`src/rtl/div_pkg.sv`:
```
// Shared definitions for the DIV sequencer: state encoding, widths and the
// divide-by-zero quotient magnitude.
package div_pkg;

  localparam int DIV_WIDTH = 32;
  localparam int DIV_CNT_W = $clog2(DIV_WIDTH);

  typedef enum logic [2:0] {
    IDLE = 3'd0,
    PREP = 3'd1,
    ITER = 3'd2,
    FIX  = 3'd3,
    DONE = 3'd4
  } div_state_e;

  // Magnitude quotient produced when the divisor is zero (every trial succeeds).
  localparam logic [DIV_WIDTH-1:0] DIV_DBZ_QUO = '1;

endpackage

```
`src/rtl/div_step_32bit.sv`:
```
// One combinational restoring-division step: shift in the next dividend bit,
// try to subtract the divisor, keep the difference only if it did not borrow.
module div_step_32bit #(
  parameter int WIDTH = 32
) (
  input  logic [WIDTH-1:0] rem,
  input  logic             nbit,
  input  logic [WIDTH-1:0] divisor,
  output logic [WIDTH-1:0] rem_next,
  output logic             qbit
);

  logic [WIDTH:0]   shifted;
  logic [WIDTH+1:0] sum;
  logic             unused_bits;

  // Shifted partial remainder is WIDTH+1 bits wide; the subtraction is an add
  // of the inverted, zero-extended divisor plus one. Carry out means no borrow.
  assign shifted  = {rem, nbit};
  assign sum      = {1'b0, shifted} + {1'b0, ~{1'b0, divisor}} + {{(WIDTH+1){1'b0}}, 1'b1};
  assign qbit     = sum[WIDTH+1];
  assign rem_next = qbit ? sum[WIDTH-1:0] : shifted[WIDTH-1:0];

  // Top bits are provably zero whenever they are selected.
  assign unused_bits = ^{sum[WIDTH], shifted[WIDTH]};

endmodule

```
`src/rtl/div_sequencer_32bit.sv`:
```
// Multi-cycle signed/unsigned restoring divider sequencer for the ALU DIV op.
// Quotient goes to LO, remainder to HI. Status outputs (busy, done) are
// registered from the current state, so they appear one cycle after it.
// Optional build macro DIV_EARLY_ZERO_EN: a zero divisor skips the iteration
// phase and jumps straight to FIX with the precomputed divide-by-zero result.
//
// Handshake: start is sampled only while in IDLE; once accepted the operands
// are captured and any further start is ignored until the unit is back in
// IDLE. done is a one-cycle pulse; LO, HI and dbz are valid with it and hold
// until the next accepted start (dbz clears on accept).
module div_sequencer_32bit
  import div_pkg::*;
#(
  parameter int WIDTH = DIV_WIDTH
) (
  input  logic             clk,
  input  logic             clr,
  input  logic             start,
  input  logic             sgn,
  input  logic [WIDTH-1:0] Ra,
  input  logic [WIDTH-1:0] Rb,
  output logic             busy,
  output logic             done,
  output logic             dbz,
  output logic [WIDTH-1:0] LO,
  output logic [WIDTH-1:0] HI,
  output div_state_e       dbg_state
);

  localparam int                 CNT_W   = $clog2(WIDTH);
  localparam logic [CNT_W-1:0]   CNT_ONE = CNT_W'(1);
  localparam logic [CNT_W-1:0]   CNT_END = CNT_W'(WIDTH - 1);
  localparam logic [WIDTH-1:0]   ONE     = WIDTH'(1);

  div_state_e       state;
  logic [WIDTH-1:0] ra_q, rb_q, quo, rem;
  logic             sgn_q, qneg, rneg;
  logic [CNT_W-1:0] cnt;
  logic [WIDTH-1:0] ra_mag, rb_mag, rem_next;
  logic             qbit;

  // Two's-complement magnitudes of the captured operands for signed divides.
  assign ra_mag = (sgn_q && ra_q[WIDTH-1]) ? (~ra_q + ONE) : ra_q;
  assign rb_mag = (sgn_q && rb_q[WIDTH-1]) ? (~rb_q + ONE) : rb_q;

  div_step_32bit #(.WIDTH(WIDTH)) u_step (
    .rem      (rem),
    .nbit     (quo[WIDTH-1]),
    .divisor  (rb_q),
    .rem_next (rem_next),
    .qbit     (qbit)
  );

  assign dbg_state = state;

  // Sequencer FSM with datapath registers and registered status outputs.
  always_ff @(posedge clk) begin
    if (clr) begin
      state <= IDLE;
      busy  <= 1'b0;
      done  <= 1'b0;
      dbz   <= 1'b0;
      LO    <= '0;
      HI    <= '0;
      cnt   <= '0;
      ra_q  <= '0;
      rb_q  <= '0;
      sgn_q <= 1'b0;
      quo   <= '0;
      rem   <= '0;
      qneg  <= 1'b0;
      rneg  <= 1'b0;
    end else begin
      busy <= (state == PREP) || (state == ITER) || (state == FIX);
      done <= (state == DONE);
      case (state)
        IDLE: begin
          if (start) begin
            ra_q  <= Ra;
            rb_q  <= Rb;
            sgn_q <= sgn;
            dbz   <= 1'b0;
            state <= PREP;
          end
        end
        PREP: begin
          quo  <= ra_mag;
          rb_q <= rb_mag;
          qneg <= sgn_q & (ra_q[WIDTH-1] ^ rb_q[WIDTH-1]);
          rneg <= sgn_q & ra_q[WIDTH-1];
          dbz  <= (rb_q == '0);
          rem  <= '0;
          cnt  <= '0;
`ifdef DIV_EARLY_ZERO_EN
          if (rb_q == '0) begin
            quo   <= WIDTH'(DIV_DBZ_QUO);
            rem   <= ra_mag;
            state <= FIX;
          end else begin
            state <= ITER;
          end
`else
          state <= ITER;
`endif
        end
        ITER: begin
          rem <= rem_next;
          quo <= {quo[WIDTH-2:0], qbit};
          cnt <= cnt + CNT_ONE;
          if (cnt == CNT_END) state <= FIX;
        end
        FIX: begin
          LO    <= qneg ? (~quo + ONE) : quo;
          HI    <= rneg ? (~rem + ONE) : rem;
          state <= DONE;
        end
        DONE: state <= IDLE;
        default: state <= IDLE;
      endcase
    end
  end

endmodule

```
`config.mk`:
```
export PLATFORM = sky130hd
export DESIGN_NAME = div_sequencer_32bit
export DESIGN_NICKNAME = d
export VERILOG_FILES = /design/src/rtl/div_pkg.sv /design/src/rtl/div_step_32bit.sv /design/src/rtl/div_sequencer_32bit.sv
export SDC_FILE = /design/constraint.sdc
export NUM_CORES = 1
export LEC_CHECK = 0
export ABC_AREA = 1
export BUFFER_PORTS_ARGS = -buffer_cell sky130_fd_sc_hd__buf_2
export CAP_MARGIN = 40
export CORE_UTILIZATION = 50
export DETAILED_ROUTE_END_ITERATION = 7
export GPL_ROUTABILITY_DRIVEN = 0
export PLACE_DENSITY = 0.69
export SLEW_MARGIN = 10
export SYNTH_ARGS = -nofsm -noshare
export SYNTH_HDL_FRONTEND = slang
export SYNTH_SLANG_ARGS = --single-unit
```
`constraint.sdc`:
```
create_clock -name clk -period 2.7 [get_ports clk]
set_input_delay 0 -clock clk [delete_from_list [all_inputs] [get_ports clk]]
set_output_delay 0 -clock clk [all_outputs]
set_load 0.005 [all_outputs]
```
==> metrics, run 1 <==
status=completed; CP peak stage delay=0.45 ns; Fin Clk Skew=0.0333 ns; f_max=394 MHz; Final Critical Period=2.54 ns; Post-Syn Nets=2432; worst-path maximum fanout=33; GR Util All Layers=32.1%; clock power share=26.9%; sequential area share after synthesis=29.1%; Clk pin slew, worst setup/hold paths=0.06 ns; Pwr Total=12.9 mW; unrepaired setup endpoints after global routing=no; adder-cell share of the synthesized area=3.50%; commonest non-fill, non-tap cell in the layout=nand2_1; XOR/XNOR share of the synthesized area=3.40%; Tightest Pin Transition=0.784 ns; Pre-antenna DRT Iters=6; commonest non-fill, non-tap cells in the layout=nand2_1 (618), inv_1 (328), nor2_1 (224), nand3_1 (220), dfxtp_1 (206); P per Cell Area=768 nW/um^2; Max clock buf depth=3; WP data arrival=2.90 ns; CP Launch Type=flop; Max VDD drop=0.499 mV; Fillers=2790; drt initial violations=1532; Sink Count=206; vias in the first global route=14.3k; DR WL/cell=16.1 um; max-cap violations=0; CP Data Required Time=3.07 ns; first-pass GRT wire length=74200 um; Switching Power=5.59 mW; Clock Latency Late Sink=0.55 ns; worst slack, placed=0.137 ns; YS warnings=0; Syn Inst Count=2325; Combinational Power Share=44.5%; Compound-Gate Fraction of Synth Area=15.9%; largest family of logic cells by synthesized area=simple AND/OR/NAND/NOR gates; IO Count=138; Hold Violations, Final=0; Pins Over Slew Limit=0; TritonCTS clock tree=built; # DRC=0; most frequent CP cell=nand2_2; sequential power share=28.6%; grt total ovfl=0; Final TNS setup=0 ns; Post-DP HPWL=35200 um; H-tree level count=1; Crit-path slowest cell=dfxtp_1; IO Port Bufs=137; Num CTS Buffers=25; drt via density=5.45; Syn Std Cell Area=14200 um^2; initial core utilization=50.9%; row cnt=61; multiplexer area fraction after synthesis=0%; post-layout net count=2613; proportion of layout cells with a drive suffix above 1=11.9%; Root Buffer Master=clkbuf_16; multi-input logic area=8320 um^2; simple-gate share of the synthesized area=35.8%; Post-Route WL=46700 um; Internal=7.30 mW; Final Core Density=60.3%; #FFs+latches synth=206; initial antenna violation count=0; worst setup slack after layout=0.164 ns; largest net degree at the start of global routing=117; Area growth syn-to-layout=18.4%; Die W=170 um; Yosys cell types=44; antenna cells=0; post-route ant nets=0; die area=29000 um^2; Crit Path Category=reg -> reg; Slew HR=47.8%; Setup crit end kind=flop; via count=15.8k; die height=170 um; Finish-stage setup viols=0; Final period util=93.9%; sw frac=43.4%; cells along the critical path=inv_1, ha_1, nand2_2, nor2_2, nand3_1, nand3_2, nand2_2, nand2_2, nand2_4, nand2_4, nand2_1, nand3_1, a21oi_1; core area=27900 um^2; Lkg Pwr=8.32 nW; Sequential cell area=4120 um^2; Worst Hold Class=in -> reg; Synth Area per Inst=6.10 um^2
==> worst max-delay path, delay by kind of cell (launching register included) <==
family / cells / cell delay, ns
AO/OA/AOI/OAI: 1 / 0.08
adder cells (fa/ha/maj): 1 / 0.41
buffers and inverters: 1 / 0.17
flip-flops: 1 / 0.45
AND/OR/NAND/NOR: 10 / 1.22
==> registers in the layout, summed over array words and instances, names as in the netlist, 3 cells and up <==
name,flops
HI,32
LO,32
cnt,5
dbg_state,3
quo,32
ra_q,32
rb_q,32
rem,32
==> path summary, 6_finish.rpt <==
check,startpoint,endpoint,slack (ns),cells after the start
min reg2reg,cnt[3],cnt[3],0.47,1
max,rb_q[3],rem[10],0.16,13
max reg2reg,rb_q[3],rem[10],0.16,13
min,clr,quo[12],0.07,3
==> layout make-up <==
cell class              count  share of cell area [%]
flip-flops and latches    206                    24.6
clock buffers              30                    4.02
multi-input cells        1675                    49.6
inverters                 357                    7.98
clock inverters            14                   0.984
well taps                 378                    2.82
repair buffers            241                    10.1
==> routing by layer <==
metal / GRT usage [%] / routed length [um]
met5: 0 / 0
met4: 12.7 / 2020
met3: 3.28 / 3280
met2: 52.9 / 21000
met1: 42.9 / 20400
==> kinds of logic (layout without fill, tap and decap cells) <==
logic type | count (synthesis) | count (layout)
xor gates and xnor gates | 55 | 55
adders and majority gates | 39 | 39
DFF | 206 | 206
and+or+nand+nor | 1176 | 1176
buffers and inverters | 444 | 642
AOI/OAI and AO/OA | 405 | 405
==> per-stage QoR <==
stage / instances / cell area [um^2] / hold slack (ns)
2_1_floorplan: 2325 / 14200 / 0.143
3_3_place_gp: 2789 / 15300 / 0.257
3_5_place_dp: 2789 / 15300 / 0.259
4_1_cts: 2901 / 16800 / 0.0584
5_1_grt: 2901 / 16800 / 0.0939
6_report: 2901 / 16800 / 0.0659
==> synth_stat cells (all sizes together) <==
master / number / share of area (%)
and2: 6 / 0.26
buf: 33 / 1.4
xnor2: 15 / 0.93
o31ai: 1 / 0.053
a21oi: 171 / 6.2
xor2: 40 / 2.5
nor2: 239 / 6.8
dfxtp: 206 / 29
nand2: 632 / 17
nand3: 227 / 8.2
a221oi: 7 / 0.43
o21bai: 2 / 0.11
clkinv: 3 / 0.079
nand3b: 7 / 0.37
o21a: 3 / 0.16
a31oi: 30 / 1.3
o211ai: 20 / 1.1
a211oi: 2 / 0.11
a21o: 2 / 0.11
nor4: 7 / 0.31
fa: 1 / 0.14
or2: 5 / 0.22
nand4: 30 / 1.3
o221ai: 9 / 0.56
o22ai: 15 / 0.66
o21ai: 143 / 5.2
inv: 354 / 9.4
nor3: 23 / 1.2
ha: 38 / 3.4
clkbuf: 54 / 1.4
==> what timing repair did <==
| item | in CTS | in global routing |
|---|---|---|
| hold endpoints to repair | 66 | 0 |
| buffers inserted | 0 | 0 |
| endpoints found under the setup margin | 0 | 2 |
| hold buffers | 68 | 0 |
| resized for setup | 0 | 1 |
==> power groups by stage <==
stage / combinational [mW] / clock [mW] / sequential, mW
4_1_cts: 5.63 / 3.49 / 3.67
3_3_place_gp: 5.48 / 0 / 3.73
2_1_floorplan: 4.18 / 0 / 3.64
3_5_place_dp: 5.53 / 0 / 3.74
5_1_grt: 6.38 / 3.61 / 3.72
6_report: 5.74 / 3.46 / 3.69
No activity file was read; power rests on OpenSTA's default activity.
==> run 2: changes to the inputs <==
- CORE_MARGIN: default -> 3
- TNS_END_PERCENT: default -> 10
==> metrics, run 2 (synthesis gave the netlist of run 1 again) <==
# DRC=0; Num CTS Buffers=24; die area=30400 um^2; post-route ant nets=0; TritonCTS clock tree=built; Tightest Pin Transition=0.618 ns; antenna cells=0; f_max=398 MHz; Final TNS setup=0 ns; Pins Over Slew Limit=0; proportion of layout cells with a drive suffix above 1=11.8%; GR Util All Layers=29.4%; CP Launch Type=flop; Worst Hold Class=in -> reg; Root Buffer Master=clkbuf_16; P per Cell Area=756 nW/um^2; first-pass GRT wire length=73800 um; Die W=174 um; post-layout net count=2613; most frequent CP cell=nand2_1; max-cap violations=0; row cnt=61; commonest non-fill, non-tap cell in the layout=nand2_1; CP Data Required Time=3.08 ns; Setup crit end kind=flop; initial antenna violation count=0; Clock Latency Late Sink=0.53 ns; drt initial violations=1528; cells along the critical path=inv_1, ha_1, fa_1, inv_1, nand3_1, nand3_2, nand2_1, nand2_1, nand2_1, nand3_1, nand2_1, nand2_1, nand2_1, nand3_1, a21oi_1; die height=174 um; largest net degree at the start of global routing=117; IO Port Bufs=137; status=completed; core area=27900 um^2; Slew HR=58.8%; post-CTS repair timing setup buffer count=0; DR WL/cell=16.0 um; vias in the first global route=14.2k; commonest non-fill, non-tap cells in the layout=nand2_1 (618), inv_1 (328), nor2_1 (224), nand3_1 (220), dfxtp_1 (206); Max clock buf depth=3; IO Count=138; Final Cell Area=16700 um^2; Area growth syn-to-layout=18.1%; Layout Cells excl Fill=2901; Fin Clk Skew=0.0291 ns; Pwr Total=12.7 mW; H-tree level count=1; worst-path maximum fanout=4; initial core utilization=50.9%; Hold Violations, Final=0; Post-DP HPWL=35200 um; Final period util=93.1%; Inst Count DP=2789; via count=15.7k; Final Critical Period=2.51 ns; placed instance area=15200 um^2; drt via density=5.41; Fillers=2744; unrepaired setup endpoints after global routing=no; Pre-antenna DRT Iters=6; Max VDD drop=0.506 mV; Crit-path slowest cell=fa_1; WP data arrival=2.89 ns; Finish-stage setup viols=0; CP peak stage delay=0.42 ns; Post-Route WL=46400 um; Lkg Pwr=8.30 nW; grt total ovfl=0; Clk pin slew, worst setup/hold paths=0.06 ns; Crit Path Category=reg -> reg; Sink Count=206
## run 2: cell count changes in the layout (fill, tap and decap cells not counted), sizes merged
cell | before | now
clkinv | 11 | 12
dlygate4sd3 | 68 | 69
clkinvlp | 2 | 1
bufinv | 3 | 2
## run 2: worst paths after layout
kind,startpoint,cells after the start,slack [ns],to
max,quo[31],15,0.19,rem[24]
min,Ra[9],4,0.28,ra_q[9]
max reg2reg,quo[31],15,0.19,rem[24]
min reg2reg,cnt[3],1,0.46,cnt[3]
## run 2: what timing repair did
action	CTS	global route
gates resized for setup	0	1
hold endpoints to repair	79	0
setup endpoints to repair	0	1
hold buffers	69	0
## run 2: routing by layer
metal	track usage, %	part of all wire (%)
met1	40.5	44
met2	47.2	45
met3	3.43	7.2
met4	10.9	3.8
met5	0	0
## run 2: where the power goes
part           total [mW]  switching [mW]  internal [mW]
Sequential           3.69           0.337           3.35
Clock                3.26            1.32           1.94
Combinational        5.71            3.84           1.87
Total                12.7            5.50           7.16
## run 2: layout make-up
| class | count | area, um^2 | share of cell area, % |
|---|---|---|---|
| Multi-Input combinational cell | 1675 | 8320 | 49.7 |
| Clock inverter | 13 | 133 | 0.792 |
| Clock buffer | 30 | 663 | 3.96 |
| Timing Repair Buffer | 242 | 1690 | 10.1 |
| Inverter | 357 | 1340 | 8.01 |
| Sequential cell | 206 | 4120 | 24.6 |
| Tap cell | 378 | 473 | 2.83 |
## run 2: per-stage QoR
| stage | util [%] | setup slack (ns) | hold slack, ns |
|---|---|---|---|
| floorplan | - | 0.683 | 0.143 |
| global placement | 54.7 | 0.169 | 0.259 |
| detailed placement | 54.7 | 0.160 | 0.259 |
| CTS | 60.1 | 0.125 | 0.265 |
| global route | 60.1 | 0.0161 | 0.298 |
| finish | 60.1 | 0.185 | 0.283 |
## run 2: critical path, delay by kind of cell (launching register included)
family,cells,cell delay (ns)
fa+ha+maj,2,0.65
flops,1,0.33
simple gates,10,1.05
buf+inv,2,0.26
compound gates,1,0.07
